==> src/rtl/vm_pkg.sv <==
// Shared definitions for the vending-machine input sequencer: request indices,
// FSM states and the fixed grant priority.
package vm_pkg;

  localparam int unsigned REQ_W     = 9;
  localparam int unsigned REQ_IDX_W = 4;

  localparam int unsigned REQ_M100   = 0;
  localparam int unsigned REQ_M200   = 1;
  localparam int unsigned REQ_M500   = 2;
  localparam int unsigned REQ_M1000  = 3;
  localparam int unsigned REQ_B300   = 4;
  localparam int unsigned REQ_B500   = 5;
  localparam int unsigned REQ_B700   = 6;
  localparam int unsigned REQ_B900   = 7;
  localparam int unsigned REQ_REFUND = 8;

  localparam logic [REQ_W-1:0] BUY_MASK = 9'h0F0;

  typedef enum logic [1:0] {
    IDLE  = 2'd0,
    ISSUE = 2'd1,
    GAP   = 2'd2
  } state_t;

  // Highest priority first
  localparam logic [REQ_IDX_W-1:0] PRIO_ORDER [REQ_W] = '{
    REQ_IDX_W'(REQ_REFUND),
    REQ_IDX_W'(REQ_M100), REQ_IDX_W'(REQ_M200), REQ_IDX_W'(REQ_M500), REQ_IDX_W'(REQ_M1000),
    REQ_IDX_W'(REQ_B300), REQ_IDX_W'(REQ_B500), REQ_IDX_W'(REQ_B700), REQ_IDX_W'(REQ_B900)
  };

  // One-hot grant of the highest-priority set request (zero if none)
  function automatic logic [REQ_W-1:0] pick_grant(input logic [REQ_W-1:0] req);
    logic [REQ_W-1:0] grant;
    logic             found;
    grant = '0;
    found = 1'b0;
    for (logic [REQ_IDX_W-1:0] i = '0; i < REQ_IDX_W'(REQ_W); i++) begin
      if (!found && req[PRIO_ORDER[i]]) begin
        grant[PRIO_ORDER[i]] = 1'b1;
        found                = 1'b1;
      end
    end
    return grant;
  endfunction

endpackage

==> src/rtl/vm_input_sequencer_sync_edge.sv <==
// One raw input line: multi-flop synchroniser followed by rising-edge detect.
module vm_sync_edge #(
  parameter int unsigned SYNC_STAGES = 2
) (
  input  logic clk,
  input  logic reset_n,
  input  logic raw,
  output logic press_c
);

  logic [SYNC_STAGES-1:0] sync_q;
  logic                   prev_q;

  always_ff @(posedge clk or negedge reset_n) begin
    if (!reset_n) begin
      sync_q <= '0;
      prev_q <= 1'b0;
    end else begin
      sync_q <= {sync_q[SYNC_STAGES-2:0], raw};
      prev_q <= sync_q[SYNC_STAGES-1];
    end
  end

  // prev_q resets low, so a line held through reset release yields one press
  assign press_c = sync_q[SYNC_STAGES-1] & ~prev_q;

endmodule

==> src/rtl/vm_input_sequencer.sv <==
// Latches synchronised button/coin presses and feeds them to the vending machine
// as single-cycle one-hot pulses, in fixed priority, with a hold-off gap.
module vm_input_sequencer
  import vm_pkg::*;
#(
  parameter int unsigned SYNC_STAGES = 2,
  parameter int unsigned GAP_CYCLES  = 2,
  parameter int unsigned GAP_W       = 4
) (
  input  logic             clk,
  input  logic             reset_n,
  input  logic [3:0]       btn_moneyin,
  input  logic [3:0]       btn_buy,
  input  logic             btn_refund,
  output logic [3:0]       moneyin,
  output logic [3:0]       buy,
  output logic             refund,
  output logic [REQ_W-1:0] pending,
  output logic             busy,
  output logic             drop_pulse
);

  logic [REQ_W-1:0] raw_c;
  logic [REQ_W-1:0] press_c;
  logic [REQ_W-1:0] grant_c;
  logic [REQ_W-1:0] clr_c;
  logic [REQ_W-1:0] pending_d;
  logic             drop_c;
  state_t           state_q, state_d;
  logic [GAP_W-1:0] gap_q, gap_d;

  assign raw_c = {btn_refund, btn_buy, btn_moneyin};

  for (genvar g = 0; g < REQ_W; g++) begin : g_sync
    vm_sync_edge #(.SYNC_STAGES(SYNC_STAGES)) u_sync (
      .clk     (clk),
      .reset_n (reset_n),
      .raw     (raw_c[g]),
      .press_c (press_c[g])
    );
  end

  // Next-state, grant and gap counter
  always_comb begin
    state_d = state_q;
    gap_d   = gap_q;
    grant_c = '0;
    case (state_q)
      IDLE: begin
        if (|pending) begin
          grant_c = pick_grant(pending);
          state_d = ISSUE;
        end
      end
      ISSUE: begin
        if (GAP_CYCLES == 0) begin
          state_d = IDLE;
        end else begin
          state_d = GAP;
          gap_d   = GAP_W'(GAP_CYCLES - 1);
        end
      end
      GAP: begin
        if (gap_q == '0) state_d = IDLE;
        else             gap_d   = gap_q - GAP_W'(1);
      end
      default: state_d = IDLE;
    endcase
  end

  // A refund grant also flushes queued buys; a press in the same cycle survives
  always_comb begin
    clr_c     = grant_c | (grant_c[REQ_REFUND] ? BUY_MASK : '0);
    pending_d = (pending & ~clr_c) | press_c;
    drop_c    = |(press_c & pending & ~clr_c);
  end

  always_ff @(posedge clk or negedge reset_n) begin
    if (!reset_n) begin
      state_q    <= IDLE;
      gap_q      <= '0;
      pending    <= '0;
      moneyin    <= '0;
      buy        <= '0;
      refund     <= 1'b0;
      busy       <= 1'b0;
      drop_pulse <= 1'b0;
    end else begin
      state_q    <= state_d;
      gap_q      <= gap_d;
      pending    <= pending_d;
      moneyin    <= grant_c[REQ_M1000:REQ_M100];
      buy        <= grant_c[REQ_B900:REQ_B300];
      refund     <= grant_c[REQ_REFUND];
      busy       <= (state_d != IDLE);
      drop_pulse <= drop_c;
    end
  end

endmodule
==> config.mk <==
export PLATFORM = sky130hd
export DESIGN_NAME = vm_input_sequencer
export DESIGN_NICKNAME = d
export VERILOG_FILES = /design/src/rtl/vm_pkg.sv /design/src/rtl/vm_input_sequencer_sync_edge.sv /design/src/rtl/vm_input_sequencer.sv
export SDC_FILE = /design/constraint.sdc
export NUM_CORES = 1
export LEC_CHECK = 0
export CORE_MARGIN = 8
export CORE_UTILIZATION = 45
export DETAILED_ROUTE_END_ITERATION = 6
export PLACE_DENSITY_LB_ADDON = 0.1
export SETUP_SLACK_MARGIN = 0.02
export SYNTH_ARGS = -nofsm -noshare
export SYNTH_HDL_FRONTEND = slang
export SYNTH_HIERARCHICAL = 1
export SYNTH_SLANG_ARGS = --single-unit
==> constraint.sdc <==
create_clock -name clk -period 4.65 [get_ports clk]
set_clock_uncertainty 0.05 [all_clocks]
set_input_delay 0.6975 -clock clk [delete_from_list [all_inputs] [get_ports clk]]
set_output_delay 0.6975 -clock clk [all_outputs]
set_load 0.01 [all_outputs]
; ---- After elaboration in Yosys (flattened, before gate mapping)
; Index checks and enable logic that the tools add are counted.
[op_classes]
n_bitwise = 24
reduce_logical = 23
mux = 40
n_addsub = 1
n_eq_ne = 3
[ops]
columns = op, n
row1 = 1-bit two-way mux, 32
row2 = 9-bit AND, 3
row3 = 9-bit two-way mux, 2
row4 = 9-bit OR reduction, 2
row5 = 1-bit AND, 9
row6 = 1-bit NOT, 9
row7 = 9-bit NOT, 1
row8 = 9-bit by 8-bit bitwise OR with 9-bit output, 1
row9 = 9-bit bitwise OR, 1
row10 = 1-bit logical AND, 8
row11 = 1-bit logical NOT, 8
row12 = 8-bit two-way mux, 1
row13 = 4-bit one-hot mux with 2 select lines, 1
row14 = 2-bit one-hot mux with 3 select lines, 1
row15 = 4-bit logical NOT, 1
row16 = 2-bit two-way mux, 2
row17 = 4-bit two-way mux, 1
row18 = 2-bit nonzero test, 2
row19 = 4-bit by 1-bit subtractor with 4-bit output (second input constant), 1
row20 = 2-bit by 1-bit == test with 1-bit output (second input constant), 1
row21 = 2-bit == test (second input constant), 1
row22 = 2-bit logical NOT, 1
row23 = 2-bit != test (second input constant), 1
row24 = 2-bit AND reduction, 1
[totals]
word_cells = 117
input_bits = 11
output_inout_bits = 20
regBits = 53

; ---- Logic depth before layout (Yosys ltp)
[logic_depth]
word_depth = 48
mapped_depth = 6
ltp_nobuf = 6

; ---- Hierarchy
; The synthesis kept the hierarchy.
[by_module_without_submodules]
columns = module, instances, seq_area_each_um2, area_per_inst_um2, cells_per_inst
row1 = vm_input_sequencer, 1, 650.6, 1163.6, 109
row2 = vm_sync_edge, 9, 75.1, 88.8, 4

; ---- Worst setup path before layout
; Ideal clock, no wire load.
[synth_timing]
path_kind = flip-flop to flip-flop
start = register gap_q[0]
end = register busy
stages_incl_launch_ff = 7
setup_slack_ps = 2984
arrival_ps = 1488
path_buffers = 0
cell_sequence = dfrtp_1 inv_1 ha_1 nor3b_1 nor3_1 a21o_1 or2_2
[synth_via]
elab_chain_cells = 4
[synth_lines]
columns = item, line_no
row1 = "start, declared", vm_input_sequencer.sv:30  ; logic [GAP_W-1:0] gap_q, gap_d;
row2 = "start signal, assigned", vm_input_sequencer.sv:90  ; gap_q <= gap_d;
row3 = 4-bit logical NOT, vm_input_sequencer.sv:64  ; if (gap_q == '0) state_d = IDLE;
row4 = 2-bit two-way mux, vm_input_sequencer.sv:64
row5 = 2-bit one-hot mux with 3 select lines, vm_input_sequencer.sv:48  ; case (state_q)
row6 = via state_d[1], vm_input_sequencer.sv:29  ; state_t state_q, state_d;
row7 = 2-bit nonzero test, vm_input_sequencer.sv:95  ; busy <= (state_d != IDLE);
row8 = "end signal, assigned", vm_input_sequencer.sv:95
row9 = "end, declared", vm_input_sequencer.sv:19  ; output logic busy,
; The timed path passes the listed nets, and every way through them passes these cells.
; A chain may end at the register's enable or synchronous reset.

; ---- Worst setup path after layout
[layout_timing]
start = register pending[8]
end = output pending[8]
[layout_rtl]
columns = item, line_no
row1 = "start, declared", vm_input_sequencer.sv:18  ; output logic [REQ_W-1:0] pending,
row2 = "start signal, assigned", vm_input_sequencer.sv:91  ; pending <= pending_d;
; No word-level cell between the ends.

==> flow_metrics.py <==
metrics = {
    "status": {
        "status": "finished clean",
    },
    "routing": {
        "wire_per_inst_um": 14.6,
        "antenna_left": 0,
        "drt-vias-per-instance": 5.16,
        "drt_iter0_drc": 44,
        "vias": 1196,
        "routed_wl_um": 3380,
        "drc": 0,
        "drt-pass1-iter-count": 4,
    },
    "clock_network": {
        "hold_buffers": 0,
        "cts_setup_buffers": 0,
        "numCtsBuffers": 5,
        "clkSinkCount": 53,
        "cts_resized": 0,
        "path_clk_slew_ns": 0.10,
        "cts_tree": "yes",
        "h-tree-depth": 2,
        "ctsLongestPathBuffers": 2,
        "clock-root-buffer": "clkbuf_8",
        "clk_latency_ns": 0.31,
    },
    "setup_path": {
        "cp_num_buf_inv": 1,
        "critPathLaunchType": "register",
        "crit_type": "register to output pin",
        "crit_path_cell_trace": "clkdlybuf4s50_1",
        "crit_arrival_ns": 1.43,
        "r2r_slack_ns": 2.81,
        "r2r-end": "busy",
        "rr_worst_depth": 6,
        "r2r_start": "gap_q[0]",
        "cpMaxStageDelayCell": "clkdlybuf4s50_1",
        "required_ns": 3.90,
        "slowest_delay_ns": 0.61,
        "critical_path.endpoint_type": "output pin",
        "crit_start": "pending[8]",
        "crit_family": "buffers and inverters",
        "cp_max_fo": 9,
    },
    "timing": {
        "setup_tns_ns": 0,
        "period_minus_slack_ns": 2.18,
        "worstMarginPinSlew_ns": 1.13,
        "max_freq_mhz": 459,
        "fin_crit_sh_pct": 46.8,
        "setup_viol": 0,
        "hold_viol_final": 0,
        "final_max_slew_viol_count": 0,
        "slew_headroom_pct": 24.8,
        "rsz0062_at_grt": "no",
    },
    "final_layout": {
        "layout.nets": 191,
        "syn2layout_area_growth_pct": 23.4,
        "drive_gt1_share_pct": 15.6,
        "diodes": 0,
    },
    "die": {
        "dieArea_um2": 6730,
        "io_pins": 31,
        "die_w_um": 82.1,
        "die_h_um": 82.1,
        "fp-row-count": 24,
        "core_um2": 4260,
        "initial_core_util_pct": 46.0,
    },
    "min_path": {
        "hold_depth": 0,
        "holdCritStartpoint": "g_sync[7].u_sync/sync_q[0]",
        "hold_class": "register to register",
        "hold_end": "g_sync[7].u_sync/sync_q[1]",
    },
    "placement": {
        "dp_hpwl_um": 2400,
        "port_buffers": 30,
        "gp_congestion": 0.830,
    },
    "yosys": {
        "synth.largest_area_cell": "dfrtp_1",
        "synth_commonest_cells": "53 x dfrtp_1, 9 x nand2_1, 9 x nor2b_4",
        "synth_area_leaders": "dfrtp_1 68%, nor2b_4 6.3%, nor3_1 1.8%",
        "yosysMostFrequentCell": "dfrtp_1",
        "async_flop_share_pct": 100,
        "ys_seq_area_share_pct": 67.6,
        "ys_warn_count": 6,
        "syn_nets": 157,
        "synthCells": 145,
        "synth_edf_count": 0,
        "syn_avg_cell_area_um2": 13.5,
        "synth_area_um2": 1960,
        "synth.distinct_cells": 36,
        "ys.flop_type": "dfrtp_1",
        "ys_ff_latch": 53,
        "synth_top_area_share_pct": 67.6,
    },
    "grt": {
        "overflow": 0,
        "grt_pass1_wl_um": 5530,
        "antenna_found_initial": 0,
        "grt_max_degree": 54,
        "grt_pass1_vias": 1199,
        "grtUsageTotal_pct": 11.1,
    },
    "power_and_ir_drop": {
        "p_total_mw": 1.34,
        "p_leak_nw": 1.04,
        "cellPowerDensity_nw_per_um2": 553,
        "max-vdd-ir-drop_mv": 0.276,
    },
    "run": {
        "maxCapViolCount": 0,
    },
}
-- cell usage in the layout (no fill, tap or decap), types with 2 or more instances in the layout --
cell / n
a21o_1: 4
nand4b_1: 2
inv_1: 4
nor3b_1: 4
clkdlybuf4s50_1: 29
or2_2: 3
o22ai_1: 3
nor3_1: 7
nor2b_4: 9
nand2_1: 9
o21ai_0: 4
nand4_1: 3
a31o_2: 3
a21oi_1: 5
and2_1: 2
a22oi_1: 2
nor4_1: 3
nor2_1: 4
nand2b_1: 4
dfrtp_1: 53
clkbuf_8: 5
-- where the power goes --
| part | internal [mW] | switching, mW |
|---|---|---|
| Sequential | 0.541 | 0.105 |
| Combinational | 0.204 | 0.169 |
| Clock | 0.165 | 0.155 |
| Total | 0.909 | 0.429 |
-- routing by layer --
layer	wire (um)	up-vias	track usage (%)
met1	1440	584	11.7
met2	1680	31	18.1
met4	55	0	6.49
met3	212	4	4.70
met5	0	-	0
li1	-	577	-
-- cell families (layout without fill, tap and decap cells) --
family | count (synthesis) | after routing | synth area share (%)
flip-flops | 53 | 53 | 67.6
AND/OR/NAND/NOR | 56 | 56 | 20.2
adder cells (fa/ha/maj) | 1 | 1 | 0.637
AO/OA/AOI/OAI | 26 | 26 | 9.43
buffers and inverters | 9 | 44 | 2.17
-- stage by stage --
stage               setup slack (ns)  utilization, %  hold WS [ns]  instances  instance area [um^2]
floorplan                       2.98               -         0.281        145                  1960
global placement                2.82            54.0         0.282        224                  2300
detailed placement              2.82            54.0         0.286        224                  2300
CTS                             2.45            56.8         0.309        232                  2420
global route                    2.40            56.8         0.317        232                  2420
finish                          2.47            56.8         0.308        232                  2420
-- state kept, by name, summed over array words and instances (netlist names) --
register,cells
g_sync.u_sync/sync_q,18
g_sync.u_sync/prev_q,9
pending,9
buy,4
gap_q,4
moneyin,4
state_q,2
busy,1
drop_pulse,1
refund,1
-- worst max-delay path by stage --
stage / slack (ns) / cells after the start / to
after floorplan: 2.98 / 6 / busy
after global placement: 2.82 / 1 / pending[8]
after detailed placement: 2.82 / 6 / busy
after CTS: 2.45 / 1 / pending[8]
after global routing: 2.40 / 1 / pending[8]
final: 2.47 / 1 / pending[8]
-- cell type report --
type                       instances  area (um^2)
tap                               52         65.1
multi-input combinational         83          594
fill                             372         1840
timing repair buffer              30          295
inverter                           6         22.5
clock inverter                     3         50.0
clock buffer                       5         68.8
sequential                        53         1330
Note: power is estimated with default switching activity, not from simulation.
